**config.mk**
```make
export PLATFORM = sky130hd
export DESIGN_NAME = ddr_burst_sched_flat
export DESIGN_NICKNAME = d
export VERILOG_FILES = /design/src/rtl/ddr_burst_sched_pkg.sv /design/src/rtl/ddr_burst_sched_if.sv /design/src/rtl/ddr_burst_sched_addr_wrap.sv /design/src/rtl/ddr_burst_sched.sv /design/src/flat_wrapper.sv
export SDC_FILE = /design/constraint.sdc
export NUM_CORES = 1
export LEC_CHECK = 0
export ABC_AREA = 0
export BUFFER_PORTS_ARGS = -buffer_cell sky130_fd_sc_hd__clkbuf_2
export CORE_UTILIZATION = 25
export CTS_CLUSTER_SIZE = 25
export DETAILED_ROUTE_END_ITERATION = 16
export RECOVER_POWER = 50
export SYNTH_ARGS = -nofsm -noshare
export SYNTH_HDL_FRONTEND = slang
export SYNTH_SLANG_ARGS = --single-unit
```
**constraint.sdc**
```tcl
create_clock -name clk -period 17.4 [get_ports clk]
set_input_delay 0.87 -clock clk [delete_from_list [all_inputs] [get_ports clk]]
set_output_delay 0.87 -clock clk [all_outputs]
set_load 0.02 [all_outputs]
```
**src/rtl/ddr_burst_sched_pkg.sv**
```systemverilog
// Shared definitions for the DDR3 burst scheduler: FSM state encoding,
// last-served encoding and the burst-size helper used by both address
// generators.
package ddr_sched_pkg;

  localparam int BEAT_BYTES_LOG2_DEF = 3;

  typedef enum logic [2:0] {
    IDLE    = 3'd0,
    WR_REQ  = 3'd1,
    WR_WAIT = 3'd2,
    RD_REQ  = 3'd3,
    RD_WAIT = 3'd4
  } state_t;

  typedef enum logic {
    SERVED_WR = 1'b0,
    SERVED_RD = 1'b1
  } served_t;

  // Bytes moved by one burst of (len+1) beats.
  function automatic logic [15:0] burst_bytes(input logic [7:0] len,
                                              input int unsigned beat_log2);
    return (16'(len) + 16'd1) << beat_log2;
  endfunction

endpackage

```
**src/rtl/ddr_burst_sched_if.sv**
```systemverilog
// Command/completion bus between the burst scheduler (master) and the AXI
// burst engine (slave). One write and one read command channel, each with
// a completion pulse.
interface ddr_burst_sched_if #(
  parameter int ADDR_W = 30
);

  logic              wr_cmd_valid;
  logic              wr_cmd_ready;
  logic [ADDR_W-1:0] wr_cmd_addr;
  logic [7:0]        wr_cmd_len;
  logic              wr_done;

  logic              rd_cmd_valid;
  logic              rd_cmd_ready;
  logic [ADDR_W-1:0] rd_cmd_addr;
  logic [7:0]        rd_cmd_len;
  logic              rd_done;

  modport master (
    output wr_cmd_valid, wr_cmd_addr, wr_cmd_len,
    input  wr_cmd_ready, wr_done,
    output rd_cmd_valid, rd_cmd_addr, rd_cmd_len,
    input  rd_cmd_ready, rd_done
  );

  modport slave (
    input  wr_cmd_valid, wr_cmd_addr, wr_cmd_len,
    output wr_cmd_ready, wr_done,
    input  rd_cmd_valid, rd_cmd_addr, rd_cmd_len,
    output rd_cmd_ready, rd_done
  );

endinterface

```
**src/rtl/ddr_burst_sched_addr_wrap.sv**
```systemverilog
// Wrapping address generator for one DDR3 window. Holds the offset from the
// window start, captures address/length/window at issue and steps the
// offset on completion. A burst that would cross the window end is never
// produced: the offset returns to zero instead.
module ddr_addr_wrap
  import ddr_sched_pkg::*;
#(
  parameter int ADDR_W          = 30,
  parameter int BEAT_BYTES_LOG2 = BEAT_BYTES_LOG2_DEF
) (
  input  logic              clk,
  input  logic              rst_n,
  input  logic [ADDR_W-1:0] beg_addr,
  input  logic [ADDR_W-1:0] end_addr,
  input  logic [7:0]        burst_len,
  input  logic              load,
  input  logic              advance,
  output logic [ADDR_W-1:0] addr,
  output logic [7:0]        len
);

  logic [ADDR_W-1:0] off;
  logic [ADDR_W-1:0] beg_q;
  logic [ADDR_W-1:0] end_q;
  logic [ADDR_W-1:0] bytes;
  logic [ADDR_W-1:0] nxt;
  logic [ADDR_W+1:0] next_last;
  logic              wrap;

  // Step size comes from the length that was actually issued, and the wrap
  // test uses the window captured at issue, so config changes mid-burst
  // only affect the following burst. The compare is two bits wider so
  // windows near the top of the address space cannot overflow.
  assign bytes     = ADDR_W'(burst_bytes(len, BEAT_BYTES_LOG2));
  assign nxt       = off + bytes;
  assign next_last = {2'b00, beg_q} + {2'b00, off} + {2'b00, bytes}
                   + {2'b00, bytes} - (ADDR_W+2)'(1);
  assign wrap      = next_last > {2'b00, end_q};

  // Capture the command at issue, advance the offset at completion.
  always_ff @(posedge clk or negedge rst_n) begin
    if (!rst_n) begin
      off   <= '0;
      beg_q <= '0;
      end_q <= '0;
      addr  <= '0;
      len   <= '0;
    end else begin
      if (load) begin
        addr  <= beg_addr + off;
        len   <= burst_len;
        beg_q <= beg_addr;
        end_q <= end_addr;
      end
      if (advance) begin
        off <= wrap ? '0 : nxt;
      end
    end
  end

endmodule

```
**src/rtl/ddr_burst_sched.sv**
```systemverilog
// DDR3 burst scheduler. Decides when to drain the write FIFO or refill the
// read FIFO, arbitrates between the two, and keeps exactly one burst
// command outstanding toward the AXI burst engine.
// Optional build macro DDR_SCHED_WR_PRIO_EN: strict write priority instead
// of round-robin on ties.
module ddr_burst_sched
  import ddr_sched_pkg::*;
#(
  parameter int ADDR_W          = 30,
  parameter int CNT_W           = 11,
  parameter int RD_FIFO_DEPTH   = 1024,
  parameter int BEAT_BYTES_LOG2 = BEAT_BYTES_LOG2_DEF
) (
  input  logic              clk,
  input  logic              rst_n,
  input  logic [ADDR_W-1:0] wr_beg_addr,
  input  logic [ADDR_W-1:0] wr_end_addr,
  input  logic [7:0]        wr_burst_len,
  input  logic [ADDR_W-1:0] rd_beg_addr,
  input  logic [ADDR_W-1:0] rd_end_addr,
  input  logic [7:0]        rd_burst_len,
  input  logic              rd_mem_enable,
  input  logic [CNT_W-1:0]  wr_fifo_cnt,
  input  logic [CNT_W-1:0]  rd_fifo_cnt,
  ddr_burst_sched_if.master bus,
  output logic              busy
);

  state_t  state;
  served_t last_served;
  logic    wr_valid;
  logic    rd_valid;

  logic [CNT_W:0] wr_need;
  logic [CNT_W:0] rd_need;
  logic [CNT_W:0] rd_room;
  logic           wr_ok;
  logic           rd_ok;
  logic           pick_wr;
  logic           pick_rd;
  logic           wr_load;
  logic           rd_load;
  logic           wr_adv;
  logic           rd_adv;

  logic [ADDR_W-1:0] wr_addr;
  logic [ADDR_W-1:0] rd_addr;
  logic [7:0]        wr_len;
  logic [7:0]        rd_len;

  // A write needs a whole burst waiting in the write FIFO; a read needs room
  // for a whole burst in the read FIFO.
  assign wr_need = (CNT_W+1)'(wr_burst_len) + (CNT_W+1)'(1);
  assign rd_need = (CNT_W+1)'(rd_burst_len) + (CNT_W+1)'(1);
  assign rd_room = (CNT_W+1)'(RD_FIFO_DEPTH) - {1'b0, rd_fifo_cnt};
  assign wr_ok   = {1'b0, wr_fifo_cnt} >= wr_need;
  assign rd_ok   = rd_mem_enable && (rd_room >= rd_need);

`ifdef DDR_SCHED_WR_PRIO_EN
  // Writes always win; reads only fill gaps when no write burst is ready.
  assign pick_wr = wr_ok;
`else
  // On a tie, serve whichever side did not go last.
  assign pick_wr = wr_ok && (!rd_ok || (last_served == SERVED_RD));
`endif
  assign pick_rd = rd_ok && !pick_wr;

  assign wr_load = (state == IDLE) && pick_wr;
  assign rd_load = (state == IDLE) && pick_rd;

  // Completion is honoured in WAIT, or in REQ when it lands on the handshake
  // cycle itself; stray pulses in any other state are dropped.
  assign wr_adv = bus.wr_done &&
                  ((state == WR_WAIT) || ((state == WR_REQ) && bus.wr_cmd_ready));
  assign rd_adv = bus.rd_done &&
                  ((state == RD_WAIT) || ((state == RD_REQ) && bus.rd_cmd_ready));

  // Issue / handshake / completion sequencing with registered outputs.
  always_ff @(posedge clk or negedge rst_n) begin
    if (!rst_n) begin
      state       <= IDLE;
      last_served <= SERVED_RD;
      wr_valid    <= 1'b0;
      rd_valid    <= 1'b0;
      busy        <= 1'b0;
    end else begin
      case (state)
        IDLE: begin
          if (pick_wr) begin
            wr_valid <= 1'b1;
            busy     <= 1'b1;
            state    <= WR_REQ;
          end else if (pick_rd) begin
            rd_valid <= 1'b1;
            busy     <= 1'b1;
            state    <= RD_REQ;
          end
        end
        WR_REQ: begin
          if (wr_valid && bus.wr_cmd_ready) begin
            wr_valid <= 1'b0;
            if (bus.wr_done) begin
              last_served <= SERVED_WR;
              busy        <= 1'b0;
              state       <= IDLE;
            end else begin
              state <= WR_WAIT;
            end
          end
        end
        WR_WAIT: begin
          if (bus.wr_done) begin
            last_served <= SERVED_WR;
            busy        <= 1'b0;
            state       <= IDLE;
          end
        end
        RD_REQ: begin
          if (rd_valid && bus.rd_cmd_ready) begin
            rd_valid <= 1'b0;
            if (bus.rd_done) begin
              last_served <= SERVED_RD;
              busy        <= 1'b0;
              state       <= IDLE;
            end else begin
              state <= RD_WAIT;
            end
          end
        end
        RD_WAIT: begin
          if (bus.rd_done) begin
            last_served <= SERVED_RD;
            busy        <= 1'b0;
            state       <= IDLE;
          end
        end
        default: begin
          wr_valid <= 1'b0;
          rd_valid <= 1'b0;
          busy     <= 1'b0;
          state    <= IDLE;
        end
      endcase
    end
  end

  ddr_addr_wrap #(
    .ADDR_W          (ADDR_W),
    .BEAT_BYTES_LOG2 (BEAT_BYTES_LOG2)
  ) u_wr_addr (
    .clk       (clk),
    .rst_n     (rst_n),
    .beg_addr  (wr_beg_addr),
    .end_addr  (wr_end_addr),
    .burst_len (wr_burst_len),
    .load      (wr_load),
    .advance   (wr_adv),
    .addr      (wr_addr),
    .len       (wr_len)
  );

  ddr_addr_wrap #(
    .ADDR_W          (ADDR_W),
    .BEAT_BYTES_LOG2 (BEAT_BYTES_LOG2)
  ) u_rd_addr (
    .clk       (clk),
    .rst_n     (rst_n),
    .beg_addr  (rd_beg_addr),
    .end_addr  (rd_end_addr),
    .burst_len (rd_burst_len),
    .load      (rd_load),
    .advance   (rd_adv),
    .addr      (rd_addr),
    .len       (rd_len)
  );

  assign bus.wr_cmd_valid = wr_valid;
  assign bus.wr_cmd_addr  = wr_addr;
  assign bus.wr_cmd_len   = wr_len;
  assign bus.rd_cmd_valid = rd_valid;
  assign bus.rd_cmd_addr  = rd_addr;
  assign bus.rd_cmd_len   = rd_len;

endmodule

```
**src/flat_wrapper.sv**
```systemverilog
// flat-port wrapper written by rule: the top's interface ports become plain ports
module ddr_burst_sched_flat import ddr_sched_pkg::*;
#(
  parameter int ADDR_W          = 30,
  parameter int CNT_W           = 11,
  parameter int RD_FIFO_DEPTH   = 1024,
  parameter int BEAT_BYTES_LOG2 = BEAT_BYTES_LOG2_DEF
)
  (clk, rst_n, wr_beg_addr, wr_end_addr, wr_burst_len, rd_beg_addr, rd_end_addr, rd_burst_len, rd_mem_enable, wr_fifo_cnt, rd_fifo_cnt, busy, bus_wr_cmd_valid, bus_wr_cmd_addr, bus_wr_cmd_len, bus_wr_cmd_ready, bus_wr_done, bus_rd_cmd_valid, bus_rd_cmd_addr, bus_rd_cmd_len, bus_rd_cmd_ready, bus_rd_done);
  ddr_burst_sched_if #(.ADDR_W(ADDR_W)) bus_i ();
  input  logic clk;
  input  logic rst_n;
  input  logic [ADDR_W-1:0] wr_beg_addr;
  input  logic [ADDR_W-1:0] wr_end_addr;
  input  logic [7:0] wr_burst_len;
  input  logic [ADDR_W-1:0] rd_beg_addr;
  input  logic [ADDR_W-1:0] rd_end_addr;
  input  logic [7:0] rd_burst_len;
  input  logic rd_mem_enable;
  input  logic [CNT_W-1:0] wr_fifo_cnt;
  input  logic [CNT_W-1:0] rd_fifo_cnt;
  output logic busy;
  output wire logic [$bits(bus_i.wr_cmd_valid)-1:0] bus_wr_cmd_valid;
  output wire logic [$bits(bus_i.wr_cmd_addr)-1:0] bus_wr_cmd_addr;
  output wire logic [$bits(bus_i.wr_cmd_len)-1:0] bus_wr_cmd_len;
  input wire logic [$bits(bus_i.wr_cmd_ready)-1:0] bus_wr_cmd_ready;
  input wire logic [$bits(bus_i.wr_done)-1:0] bus_wr_done;
  output wire logic [$bits(bus_i.rd_cmd_valid)-1:0] bus_rd_cmd_valid;
  output wire logic [$bits(bus_i.rd_cmd_addr)-1:0] bus_rd_cmd_addr;
  output wire logic [$bits(bus_i.rd_cmd_len)-1:0] bus_rd_cmd_len;
  input wire logic [$bits(bus_i.rd_cmd_ready)-1:0] bus_rd_cmd_ready;
  input wire logic [$bits(bus_i.rd_done)-1:0] bus_rd_done;
  assign bus_wr_cmd_valid = bus_i.wr_cmd_valid;
  assign bus_wr_cmd_addr = bus_i.wr_cmd_addr;
  assign bus_wr_cmd_len = bus_i.wr_cmd_len;
  assign bus_i.wr_cmd_ready = bus_wr_cmd_ready;
  assign bus_i.wr_done = bus_wr_done;
  assign bus_rd_cmd_valid = bus_i.rd_cmd_valid;
  assign bus_rd_cmd_addr = bus_i.rd_cmd_addr;
  assign bus_rd_cmd_len = bus_i.rd_cmd_len;
  assign bus_i.rd_cmd_ready = bus_rd_cmd_ready;
  assign bus_i.rd_done = bus_rd_done;
  ddr_burst_sched #(.ADDR_W(ADDR_W), .CNT_W(CNT_W), .RD_FIFO_DEPTH(RD_FIFO_DEPTH), .BEAT_BYTES_LOG2(BEAT_BYTES_LOG2)) u_core (.clk(clk), .rst_n(rst_n), .wr_beg_addr(wr_beg_addr), .wr_end_addr(wr_end_addr), .wr_burst_len(wr_burst_len), .rd_beg_addr(rd_beg_addr), .rd_end_addr(rd_end_addr), .rd_burst_len(rd_burst_len), .rd_mem_enable(rd_mem_enable), .wr_fifo_cnt(wr_fifo_cnt), .rd_fifo_cnt(rd_fifo_cnt), .bus(bus_i), .busy(busy));
endmodule
```
=== Word-level counts from Yosys, hierarchy flattened ===
Index checks and enable logic that the tools add are counted.
W data, S select, Z words.

* Add/sub/neg operators: 17
* $lt $le $gt $ge: 4
* Eq/ne operators: 12
* Multiplexer cells: 29
* Bitwise operators: 2
* Reduce and logical (&&, ||, !) cells: 25

{| class="wikitable"
|+ Operators by type and width
! cell !! count
|-
| $add A31 B16 Y32 || 2
|-
| $add A32 B16 Y32 || 2
|-
| $gt A32 B30 Y1 || 2
|-
| $sub A32 B1 Y32 const B || 2
|-
| $add A30 B30 Y31 || 2
|-
| $add A30 B16 Y30 || 2
|-
| $add A30 B30 Y30 || 2
|-
| $mux W30 || 2
|-
| $add A8 B1 Y9 const B || 4
|-
| $mux W3 || 7
|-
| $pmux W3 S5 || 1
|-
| $mux W1 || 14
|-
| $ge A11 B12 Y1 || 1
|-
| $ge A12 B12 Y1 || 1
|-
| $sub A11 B11 Y12 const A || 1
|-
| $logic_and A1 B1 Y1 || 11
|-
| $ne A2 B2 Y1 const B || 5
|-
| $reduce_and A3 Y1 || 3
|-
| $eq A3 B2 Y1 const B || 2
|-
| $pmux W1 S3 || 2
|-
| $reduce_or A3 Y1 || 2
|-
| $pmux W1 S5 || 1
|-
| $reduce_and A5 Y1 || 1
|-
| $ne A2 B1 Y1 const B || 2
|-
| other kinds (11) || 15
|}

* Register bits: 263
* Output and inout port bits: 79
* Logic and storage cells: 104

=== Logic depth before layout (Yosys ltp) ===
* Word-level depth: 11
* Depth in mapped cells: 28

=== Hierarchy ===
From an unflattened synthesis, not the netlist that was laid out.

* Cells, all modules: 2,286
* Area, all modules: 20,385.8 um^2

{| class="wikitable"
|+ Modules (own cells, without submodules)
! module !! times used !! cells each !! area each (um^2) !! seq. area each (um^2)
|-
| ddr_addr_wrap at u_core.u_rd_addr || 1 || 1,060 || 9,595.5 || 3,078.0
|-
| ddr_addr_wrap at u_core.u_wr_addr || 1 || 1,061 || 9,509.1 || 3,078.0
|-
| ddr_burst_sched || 1 || 165 || 1,281.2 || 176.4
|}

=== Worst setup path before layout ===
Ideal clock, no wire load.

* Path kind: flip-flop to flip-flop
* Start: register u_core.u_rd_addr.len[0]
* End: register u_core.u_rd_addr.off[19]
* Library setup time: 0.071 ns
* Arrival: 5.738 ns
* Required time: 17.329 ns
* Setup slack: 11.591 ns
* Cell stages (with the launch flop): 28
* Path buffers: 2
* Path through: dfrtp_1 > ha_1 > nand3_1 > nor2_1 > nand3_1 > fa_1 > inv_1 > ha_1 > and3_1 > a221oi_1 > o21ai_1 > a22o_1 > a21o_1 > nand2b_1 > a31oi_1 > o21ai_0 > xor2_1 > ha_1 > a211oi_1 > o21ai_0 > a211o_1 > nor4_1 > a21oi_1 > a2111o_1 > and2_1 > clkbuf_1 > buf_2 > nor2_1

* Cells in the longest elaborated chain, start to end: 6
* Elaborated cells on any way between the ends: 7
* Those cells by class: 5 x add/sub; 1 x order compare; 1 x mux

{| class="wikitable"
|+ Ends and longest elaborated chain
! element !! RTL line !! source
|-
| start: declaration || ddr_burst_sched_addr_wrap.sv:19 || <nowiki>output logic [7:0] len</nowiki>
|-
| start signal: assignment || ddr_burst_sched_addr_wrap.sv:51 || <nowiki>len <= burst_len;</nowiki>
|-
| $add A8 B1 Y9 (*) || ddr_burst_sched_pkg.sv:24 || <nowiki>return (16'(len) + 16'd1) << beat_log2;</nowiki>
|-
| $add A31 B16 Y32 || ddr_burst_sched_addr_wrap.sv:36 || <nowiki>assign next_last = {2'b00, beg_q} + {2'b00, off} + {2'b00, bytes}</nowiki>
|-
| $add A32 B16 Y32 || ddr_burst_sched_addr_wrap.sv:37 || <nowiki>+ {2'b00, bytes} - (ADDR_W+2)'(1);</nowiki>
|-
| $sub A32 B1 Y32 || ddr_burst_sched_addr_wrap.sv:37 ||
|-
| $gt A32 B30 Y1 || ddr_burst_sched_addr_wrap.sv:38 || <nowiki>assign wrap = next_last > {2'b00, end_q};</nowiki>
|-
| $mux W30 (*) || ddr_burst_sched_addr_wrap.sv:56 || <nowiki>off <= wrap ? '0 : nxt;</nowiki>
|-
| end signal: assignment || ddr_burst_sched_addr_wrap.sv:56 ||
|-
| end: declaration || ddr_burst_sched_addr_wrap.sv:22 || <nowiki>logic [ADDR_W-1:0] off;</nowiki>
|}

Mark *: on every way between the ends. The rest lies on a longest branch, timed or not.
A chain may end at the register's enable or synchronous reset.

==> impl_metrics.json <==
{
  "cts_buffers": 34,
  "cts-root-buf": "clkbuf_16",
  "portBuffers": 243,
  "ys_async_sr_fraction_pct": 100,
  "vias": 15797,
  "io_pins": 244,
  "grt_pass1_vias": 15613,
  "cts_setup_buffers": 0,
  "ys_ff_latch": 253,
  "final_util_pct": 29.5,
  "synth_most_common_cell": "inv_1",
  "cpMostUsedCell": "clkbuf_1",
  "cp_slowest_cell": "clkbuf_1",
  "h-tree-depth": 2,
  "rsz0062_at_grt": "false",
  "fin_crit_sh_pct": 44.9,
  "cts_buffer_depth": 3,
  "ys.flop_type": "dfrtp_1",
  "start_kind": "input pin",
  "critPathMaxFanout": 109,
  "rows": 104,
  "whs_path_depth": 2,
  "max_stage_delay_ns": 4.30,
  "crit_family": "buffers and inverters",
  "num-fill-cells": 8542,
  "detail-route-antenna-nets": 0,
  "failed_checks": "capacitance limit, slew limit",
  "synth-seq-area-share_pct": 31.2,
  "hold_path.class": "flop to flop",
  "worstPathRequired_ns": 17.34,
  "max_clock_freq_mhz": 128,
  "grt_pass1_wl_mm": 84.2,
  "status": "finished with violations",
  "hpwl_mm": 42.3,
  "core_area_mm2": 0.0804,
  "clk_pin_slew_worst_paths_ns": 0.06,
  "syn_area_per_cell_um2": 9.42,
  "finalCriticalPeriod_ns": 7.81,
  "drc": 0,
  "synth_edf_count": 0,
  "initial_core_util_pct": 25.2,
  "fin_area_mm2": 0.0238,
  "crit_arrival_ns": 7.75,
  "routed_wl_mm": 53.1,
  "dieArea_mm2": 0.0823,
  "die_x_um": 287,
  "vias_per_cell": 4.53,
  "crit_buf_inv": 2,
  "cp.depth": 2,
  "finalSetupTns_ns": 0,
  "synthTopCellsByArea": "dfrtp_1, ha_1, mux2_2",
  "postCtsResizedCells": 0,
  "synth_cell_types": 72,
  "tightest_slew_ns": 6.29,
  "r2r_cells": 25,
  "place_area_mm2": 0.0227,
  "track_usage_pct": 12.8,
  "synth_nets": 2645,
  "ctsHoldBuffers": 0,
  "synth_cells": 2153,
  "layout.nets": 2891,
  "hold_viol": 0,
  "grt.overflow.total": 0,
  "area_delta_synth_final_pct": 17.1,
  "drt_iter0_drc": 636,
  "wl_per_cell_um": 15.2,
  "synth_top_cell_by_area": "dfrtp_1",
  "yosys-top-cells-count": "inv_1, ha_1, dfrtp_1",
  "finalMaxSlewViolations": 260,
  "tritoncts": "yes",
  "fp.dieH_um": 287,
  "place.gp.congestion": 0.908,
  "grt_start_max_net_pins": 110,
  "skew_ns": 0.0306,
  "end_kind": "asynchronous set/reset pin",
  "synth_area_mm2": 0.0203,
  "maxCapViolCount": 4,
  "first_pass_iters": 5,
  "yosysWarnings": 0,
  "antenna_found_initial": 11,
  "netlist.area_leader.share_pct": 31.1,
  "crit_type": "input pin to asynchronous set/reset pin",
  "setup_viol": 0,
  "cts_sinks": 253,
  "drive_gt1_share_pct": 17.4,
  "clk_latency_ns": 0.55,
  "cp_cell_sequence": "clkbuf_1 -> clkbuf_1",
  "max_slew_margin_pct": -319
}
==> layout by cell type (no fill, tap or decap), types with 24 or more instances in the layout <==
cell       Yosys  layout
nand2_1      120     120
o21ai_0       86      86
a211oi_1      27      27
nor2_1       114     114
a21o_1        63      63
nand4_1       32      32
xor2_1        53      53
xnor2_1      121     121
inv_1        329     329
ha_1         305     305
clkbuf_2       1     205
clkbuf_1      19      51
nand3_1       43      43
a21oi_1      119     119
mux2_2       135     135
clkbuf_16      0      35
o21a_1        24      24
nor3_1        26      26
dfrtp_1      252     252
mux2_1        26      26
==> metrics by stage <==
step / hold slack, ns / setup WS (ns) / std cells
floorplan: 0.479 / 11.59 / 2153
CTS: 0.422 / 10.87 / 3483
global route: 0.503 / 7.93 / 3483
detailed placement: 0.472 / 10.86 / 3423
global placement: 0.464 / 10.96 / 3423
finish: 0.480 / 9.59 / 3486
==> cell families (layout without fill, tap and decap cells) <==
logic type | after synthesis | count (layout) | synth area share [%]
adder cells (fa/ha/maj) | 327 | 327 | 21.0
other | 0 | 3 | 0
AO/OA/AOI/OAI | 427 | 427 | 13.4
XOR/XNOR | 174 | 174 | 7.51
buffers and inverters | 374 | 644 | 7.31
multiplexers | 169 | 169 | 9.33
AND/OR/NAND/NOR | 429 | 429 | 10.2
flip-flops | 253 | 253 | 31.2
==> area by class of cell <==
| class | count | area, um^2 | share of cell area, % |
|---|---|---|---|
| Antenna cell | 3 | 7.51 | 0.0316 |
| Clock buffer | 50 | 982 | 4.14 |
| Clock inverter | 10 | 133 | 0.558 |
| Inverter | 329 | 1230 | 5.20 |
| Multi-Input combinational cell | 1526 | 12500 | 52.6 |
| Sequential cell | 253 | 6330 | 26.7 |
| Tap cell | 1060 | 1330 | 5.58 |
| Timing Repair Buffer | 255 | 1250 | 5.25 |
==> state kept, by name, summed over array words and instances (netlist names) <==
name / count
u_core.u_wr_addr.addr: 30
u_core.u_rd_addr.beg_q: 28
u_core.bus.rd_cmd_valid: 1
u_core.u_rd_addr.off: 27
u_core.last_served: 1
u_core.bus.wr_cmd_valid: 1
u_core.state: 3
u_core.u_wr_addr.beg_q: 28
u_core.u_rd_addr.addr: 30
u_core.u_wr_addr.off: 27
u_core.busy: 1
u_core.u_rd_addr.end_q: 30
u_core.u_wr_addr.end_q: 30
u_core.u_rd_addr.len: 8
u_core.u_wr_addr.len: 8
==> path summary, 6_finish.rpt <==
path / from / end / slack, ns
setup / recovery: rst_n / u_core.u_rd_addr.off[14]$_DFFE_PN0P_ / 9.59
hold / removal: u_core.u_wr_addr.addr[22]$_DFFE_PN0P_ / u_core.u_wr_addr.addr[22]$_DFFE_PN0P_ / 0.48
setup reg to reg: u_core.u_rd_addr.len[0]$_DFFE_PN0P_ / u_core.u_rd_addr.off[29]$_DFFE_PN0P_ / 10.86
hold reg to reg: u_core.u_wr_addr.addr[22]$_DFFE_PN0P_ / u_core.u_wr_addr.addr[22]$_DFFE_PN0P_ / 0.48
max in group clk: u_core.u_rd_addr.len[0]$_DFFE_PN0P_ / u_core.u_rd_addr.off[29]$_DFFE_PN0P_ / 10.86
min in group asynchronous: rst_n / u_core.u_rd_addr.end_q[23]$_DFFE_PN0P_ / 2.67
==> metal layers <==
| layer | vias to the layer above | part of all wire (%) | GRT usage, % |
|---|---|---|---|
| met1 | 7443 | 48 | 17.0 |
| met5 | - | 0.21 | 0 |
| li1 | 7928 | - | - |
| met2 | 341 | 44 | 20.6 |
| met4 | 14 | 1.6 | 2.50 |
| met3 | 71 | 6.3 | 3.65 |
==> worst reg2reg max path, stage by stage, from the launching register on <==
cell and delay (ns):
dfrtp_1 0.47, ha_1 0.22, nand3_1 0.12, nor2_1 0.23, nand3_1 0.17, fa_1 0.56, inv_1 0.04, ha_1 0.37
and3_1 0.24, a221oi_1 0.29, o21ai_1 0.15, a22o_1 0.27, a21o_1 0.19, nand2b_1 0.14, a31oi_1 0.23, o21ai_0 0.14
xor2_1 0.17, ha_1 0.21, a211oi_1 0.22, o21ai_0 0.15, a211o_1 0.29, nor4_1 0.27, a21oi_1 0.12, a2111o_1 0.53
and2_1 0.50, nor2_1 0.20
Power is left out: the tool's default activity adds up to more than one toggle a clock period on the data nets, which glitch-free logic cannot reach.
